==> src/rtl/branch_target_buffer.sv <==
// ---------------------------------------------------------------------------
// branch_target_buffer
//   Direct-mapped branch target buffer. The fetch stage looks up each PC
//   combinationally, with no latency. The branch unit writes resolved
//   branches and jumps back into the table. A two-state FSM invalidates the
//   whole table by clearing one entry per cycle.
//
// Parameters
//   PC_W     program counter / target width in bits
//   ENTRIES  number of entries (power of two, >= 4)
//
// Ports
//   Clk           clock, rising edge
//   Rst_n         asynchronous active-low reset
//   FetchPc       PC to look up
//   PcMatchValid  lookup hit a valid entry with a matching tag
//   PredTarget    target of the hit entry (0 on miss)
//   CtrlState     2-bit control code of the hit entry (0 on miss)
//   PredictTaken  redirect fetch (hit and (IsJump or Ctrl[1]))
//   UpdWe         update strobe from the branch unit
//   UpdPc         PC of the resolved branch/jump
//   UpdTarget     resolved target
//   UpdCtrl       new 2-bit control code
//   UpdIsJump     resolved instruction is an unconditional jump
//   InvReq        invalidate-all request
//   Busy          invalidation sweep in progress
// ---------------------------------------------------------------------------
module branch_target_buffer #(
  parameter int PC_W    = 32,
  parameter int ENTRIES = 16
) (
  input  logic            Clk,
  input  logic            Rst_n,
  input  logic [PC_W-1:0] FetchPc,
  output logic            PcMatchValid,
  output logic [PC_W-1:0] PredTarget,
  output logic [1:0]      CtrlState,
  output logic            PredictTaken,
  input  logic            UpdWe,
  input  logic [PC_W-1:0] UpdPc,
  input  logic [PC_W-1:0] UpdTarget,
  input  logic [1:0]      UpdCtrl,
  input  logic            UpdIsJump,
  input  logic            InvReq,
  output logic            Busy
);

  localparam int IDX_W = $clog2(ENTRIES);
  localparam int TAG_W = PC_W - IDX_W - 2;

  typedef enum logic {
    IDLE  = 1'b0,
    SWEEP = 1'b1
  } state_t;

  state_t             r_state;
  state_t             w_state_nxt;
  logic [IDX_W-1:0]   r_cnt;

  logic [ENTRIES-1:0] r_valid;
  logic [TAG_W-1:0]   r_tag    [ENTRIES];
  logic [PC_W-1:0]    r_target [ENTRIES];
  logic [1:0]         r_ctrl   [ENTRIES];
  logic [ENTRIES-1:0] r_isjump;

  logic               w_busy;
  logic               w_upd_en;
  logic [IDX_W-1:0]   w_fetch_idx;
  logic [TAG_W-1:0]   w_fetch_tag;
  logic [IDX_W-1:0]   w_upd_idx;
  logic [TAG_W-1:0]   w_upd_tag;
  logic               w_hit;
  logic               w_unused_lsbs;

  // PC[1:0] carry no information for the table (word-aligned instructions).
  assign w_unused_lsbs = ^{FetchPc[1:0], UpdPc[1:0]};

  assign w_fetch_idx = FetchPc[IDX_W+1:2];
  assign w_fetch_tag = FetchPc[PC_W-1:IDX_W+2];
  assign w_upd_idx   = UpdPc[IDX_W+1:2];
  assign w_upd_tag   = UpdPc[PC_W-1:IDX_W+2];

  // FSM state register
  always_ff @(posedge Clk or negedge Rst_n) begin
    if (!Rst_n) begin
      r_state <= IDLE;
    end else begin
      r_state <= w_state_nxt;
    end
  end

  // FSM next-state logic
  always_comb begin
    w_state_nxt = r_state;
    case (r_state)
      IDLE:    if (InvReq) w_state_nxt = SWEEP;
      SWEEP:   if (r_cnt == IDX_W'(ENTRIES - 1)) w_state_nxt = IDLE;
      default: w_state_nxt = IDLE;
    endcase
  end

  // FSM outputs
  always_comb begin
    w_busy   = (r_state == SWEEP);
    w_upd_en = UpdWe & ~w_busy;
  end

  assign Busy = w_busy;

  // Sweep counter: wraps from ENTRIES-1 to 0 on the same edge that leaves
  // SWEEP, so it is already 0 for the next sweep.
  always_ff @(posedge Clk or negedge Rst_n) begin
    if (!Rst_n) begin
      r_cnt <= '0;
    end else if (w_busy) begin
      r_cnt <= r_cnt + 1'b1;
    end else begin
      r_cnt <= '0;
    end
  end

  // Table storage. Updates are blocked while sweeping, so the write port
  // and the sweep clear never target the same entry in one cycle.
  always_ff @(posedge Clk or negedge Rst_n) begin
    if (!Rst_n) begin
      r_valid  <= '0;
      r_isjump <= '0;
      for (int i = 0; i < ENTRIES; i++) begin
        r_tag[i]    <= '0;
        r_target[i] <= '0;
        r_ctrl[i]   <= '0;
      end
    end else begin
      if (w_upd_en) begin
        r_valid[w_upd_idx]  <= 1'b1;
        r_tag[w_upd_idx]    <= w_upd_tag;
        r_target[w_upd_idx] <= UpdTarget;
        r_ctrl[w_upd_idx]   <= UpdCtrl;
        r_isjump[w_upd_idx] <= UpdIsJump;
      end
      if (w_busy) begin
        r_valid[r_cnt] <= 1'b0;
      end
    end
  end

  // Lookup reads registered state only, so a same-cycle update is seen
  // from the next cycle on.
  always_comb begin
    w_hit = r_valid[w_fetch_idx] && (r_tag[w_fetch_idx] == w_fetch_tag) && !w_busy;
    PcMatchValid = w_hit;
    PredTarget   = w_hit ? r_target[w_fetch_idx] : '0;
    CtrlState    = w_hit ? r_ctrl[w_fetch_idx] : 2'b00;
    PredictTaken = w_hit & (r_isjump[w_fetch_idx] | r_ctrl[w_fetch_idx][1]);
  end

endmodule

==> config.mk <==
export PLATFORM = sky130hd
export DESIGN_NAME = branch_target_buffer
export DESIGN_NICKNAME = d
export VERILOG_FILES = /design/src/rtl/branch_target_buffer.sv
export SDC_FILE = /design/constraint.sdc
export NUM_CORES = 1
export LEC_CHECK = 0
export BUFFER_PORTS_ARGS = -buffer_cell sky130_fd_sc_hd__buf_2
export CAP_MARGIN = 10
export CORE_MARGIN = 2
export CORE_UTILIZATION = 61
export DETAILED_ROUTE_END_ITERATION = 6
export PLACE_DENSITY = 0.78
export SYNTH_ARGS = -nofsm -noshare
export SYNTH_HDL_FRONTEND = slang
export SYNTH_SLANG_ARGS = --single-unit
==> constraint.sdc <==
create_clock -name Clk -period 3.6 [get_ports Clk]
set_input_delay 0.18 -clock Clk [delete_from_list [all_inputs] [get_ports Clk]]
set_output_delay 0.18 -clock Clk [all_outputs]
set_load 0.01 [all_outputs]
==> results.toml <==
[yosys]
syn_nets = 2964
avgSynthCellArea_um2 = 16.0
yosysSeqAreaShare_pct = 54.4
synth.area.top_cells = "dfrtp_1, mux2_2, mux4_2, clkbuf_1, mux2i_1"
ys.flop_type = "dfrtp_1"
synth.largest_area_cell = "dfrtp_1"
synth_edf_count = 0
synth.top_cell.area_share_pct = 54.4
synth_area_um2 = 45800
synthArstFlopShare_pct = 100
ys_seq_elements = 997
synth.distinct_cells = 55
postSynthCellCount = 2857
yosys_warnings = 0

[setup_path]
critPathSlowestCell = "or4_4"
reg2reg_from = "Busy"
r2r_end = "r_target[58]"
critPathMaxStageDelay_ns = 0.57
worstPathCellList = "mux4_2, o21a_1, a211o_1, o211ai_1, o211ai_1, or4_4, buf_4, nor4_2, buf_2"
cpMostUsedCell = "o211ai_1"
startpoint = "r_tag[23]"
worstSetupEndpoint = "PredTarget[8]"
worst_r2r_path_depth = 7
crit_arrival_ns = 3.66
setup.worst_path.class = "flop to output pin"
cp-end-kind = "output pin"
cp_max_fo = 13
rrSetupSlack_ns = 0.91
worstPathRequired_ns = 3.42
crit_path_start_kind = "flop"

[timing]
max_slew_margin_pct = 26.4
max_freq_ghz = 0.260
finalSetupViolCount = 36
hold_violations = 0
fin_tns_setup_ns = -7.44
final_max_slew_viol_count = 0
worstMarginPinSlew_ns = 1.10
timing.final.crit_share_pct = 107
period_minus_slack_ns = 3.84
timing.hold.ws_ns = 0.0107
rsz0062_at_grt = "yes"
timing.final.ws_setup_ns = -0.241
skew_ns = 0.0105

[floorplanning]
dieWidth_um = 278
fp-row-count = 100
die_area_um2 = 77300
io_pins = 140
die_h_um = 278
start_util_pct = 61.6
core_region_area_um2 = 74400

[clock_network]
htree_levels = 3
cts_buffers = 101
ctsRootBufferMaster = "clkbuf_16"
clock_sinks = 997
cts_tree = "yes"
clk-insertion-delay-late_ns = 0.64
clockBufferDepth = 3
path_clk_slew_ns = 0.06

[detailed_routing]
drtIter0Drc = 2049
remaining_drc_errors = 0
drtAntennaViolNets = 0
wl_per_cell_um = 27.7
vias_per_cell = 6.50
first_pass_iters = 5
wl_um = 113000
vias = 26400

[global_routing]
track_usage_pct = 30.1
antenna_found_initial = 5
grt_overflow_total = 0
grt_pass1_wl_um = 177000
grt_pass1_vias = 29200
grt_max_degree = 120

[place]
dpl_cell_area_um2 = 47900
port-buffer-count = 135
place_hpwl_um = 65500
gp_congestion = 0.805

[run_status]
outcome = "finished, violations left"
violations = "negative setup slack"

[layout]
final_cell_mix = "dfrtp_1, mux2_2, mux4_2, buf_2, clkbuf_16"
nets = 3120
final_common_cell = "dfrtp_1"
design_area_um2 = 52100
post-route-util_pct = 70.0
area_growth_pct = 13.7
final_layout_size_suffix_gt1_share_pct = 55.6

[pwr]
p_leak_nw = 25.1
p_per_area_nw_per_um2 = 611
p_total_mw = 31.8
ir_drop_uv = 423

[min_path]
hold_path_class = "input pin to flop"

[run]
maxCapViolations = 0
## metrics by stage
stage | setup slack (ns) | std cells
after floorplan | 0.583 | 2857
after global placement | 0.101 | 3813
after detailed placement | -0.0118 | 3813
after CTS | -0.233 | 4059
after global routing | -0.334 | 4062
final | -0.241 | 4063
## kinds of logic (layout without fill, tap and decap cells)
group                      Yosys count  after routing  synth area share, %
muxes                             1311           1311                 38.8
adders and majority gates            4              4                0.109
DFF                                997            997                 54.4
xor gates and xnor gates            29             29                0.554
AOI/OAI and AO/OA                   60             60                0.964
and+or+nand+nor                    184            184                 2.51
buffers and inverters              272            507                 2.64
other                                0              2                    0
## cell type report
type	count	area (um2)
clock inverter	32	354
multi-input combinational	1588	19900
inverter	16	60.1
antenna	2	5.00
fill	4646	22300
sequential	997	24900
clock buffer	150	3040
timing repair buffer	309	2590
tap	969	1210
## worst min-delay path by stage
stage	startpoint	to	slack, ns	cells past startpoint
global placement	Rst_n	r_target[489]	0.28	1
detailed placement	Rst_n	r_target[489]	0.29	1
CTS	UpdTarget[31]	r_target[415]	0.002	2
floorplan	Rst_n	Busy	-0.12	0
global route	UpdPc[11]	r_tag[5]	0.03	2
finish	UpdPc[11]	r_tag[291]	0.01	2
## power breakdown
group | internal, mW | leakage, nW | total, mW | switching [mW]
Sequential | 13.9 | 13.6 | 15.3 | 1.42
Combinational | 3.59 | 9.86 | 5.84 | 2.25
Clock | 6.32 | 1.69 | 10.7 | 4.33
## Yosys cell counts, drive strengths merged, types with 2 or more instances
cell / number
o22a: 7
and4: 2
nor2b: 17
buf: 68
and2: 4
a211oi: 2
mux2i: 61
or4: 2
nand2b: 7
xor2: 9
mux4: 272
nor3: 10
a31oi: 2
and3: 3
o21ai: 2
a31o: 2
clkbuf: 188
ha: 4
nand2: 60
nor3b: 3
nor4: 37
inv: 16
a22oi: 10
a21oi: 17
dfrtp: 997
nor2: 20
a221oi: 4
xnor2: 20
nand3: 10
a211o: 2
a22o: 3
nand4: 6
mux2: 978
o211ai: 2
## flip-flops by register name (all words and copies together) (netlist names)
name	cells
r_tag	416
r_target	512
r_cnt	4
r_valid	16
r_isjump	16
r_ctrl	32
Busy	1
## repair_timing
| item | CTS | global route |
|---|---|---|
| pin swaps | 3 | 2 |
| hold buffers | 59 | 0 |
| setup buffers | 5 | 2 |
| endpoints found under the setup margin | 36 | 36 |
| endpoints found under the hold margin | 889 | 0 |
| gates resized for setup | 16 | 5 |
## critical path: cells and delay by family, from the launching register on
family	cells	cell delay [ns]
AO/OA/AOI/OAI	4	0.83
buffers and inverters	2	0.44
flip-flops	1	0.39
multiplexers	1	0.48
AND/OR/NAND/NOR	2	0.85
## routing by layer
metal	up-vias	share of wire [%]	GRT usage [%]
li1	11000	-	-
met2	724	51	50.5
met3	190	4.9	4.21
met1	14500	42	41.7
met4	4	2.5	8.81
met5	-	0.018	0
Note: power is estimated with default switching activity, not from simulation.
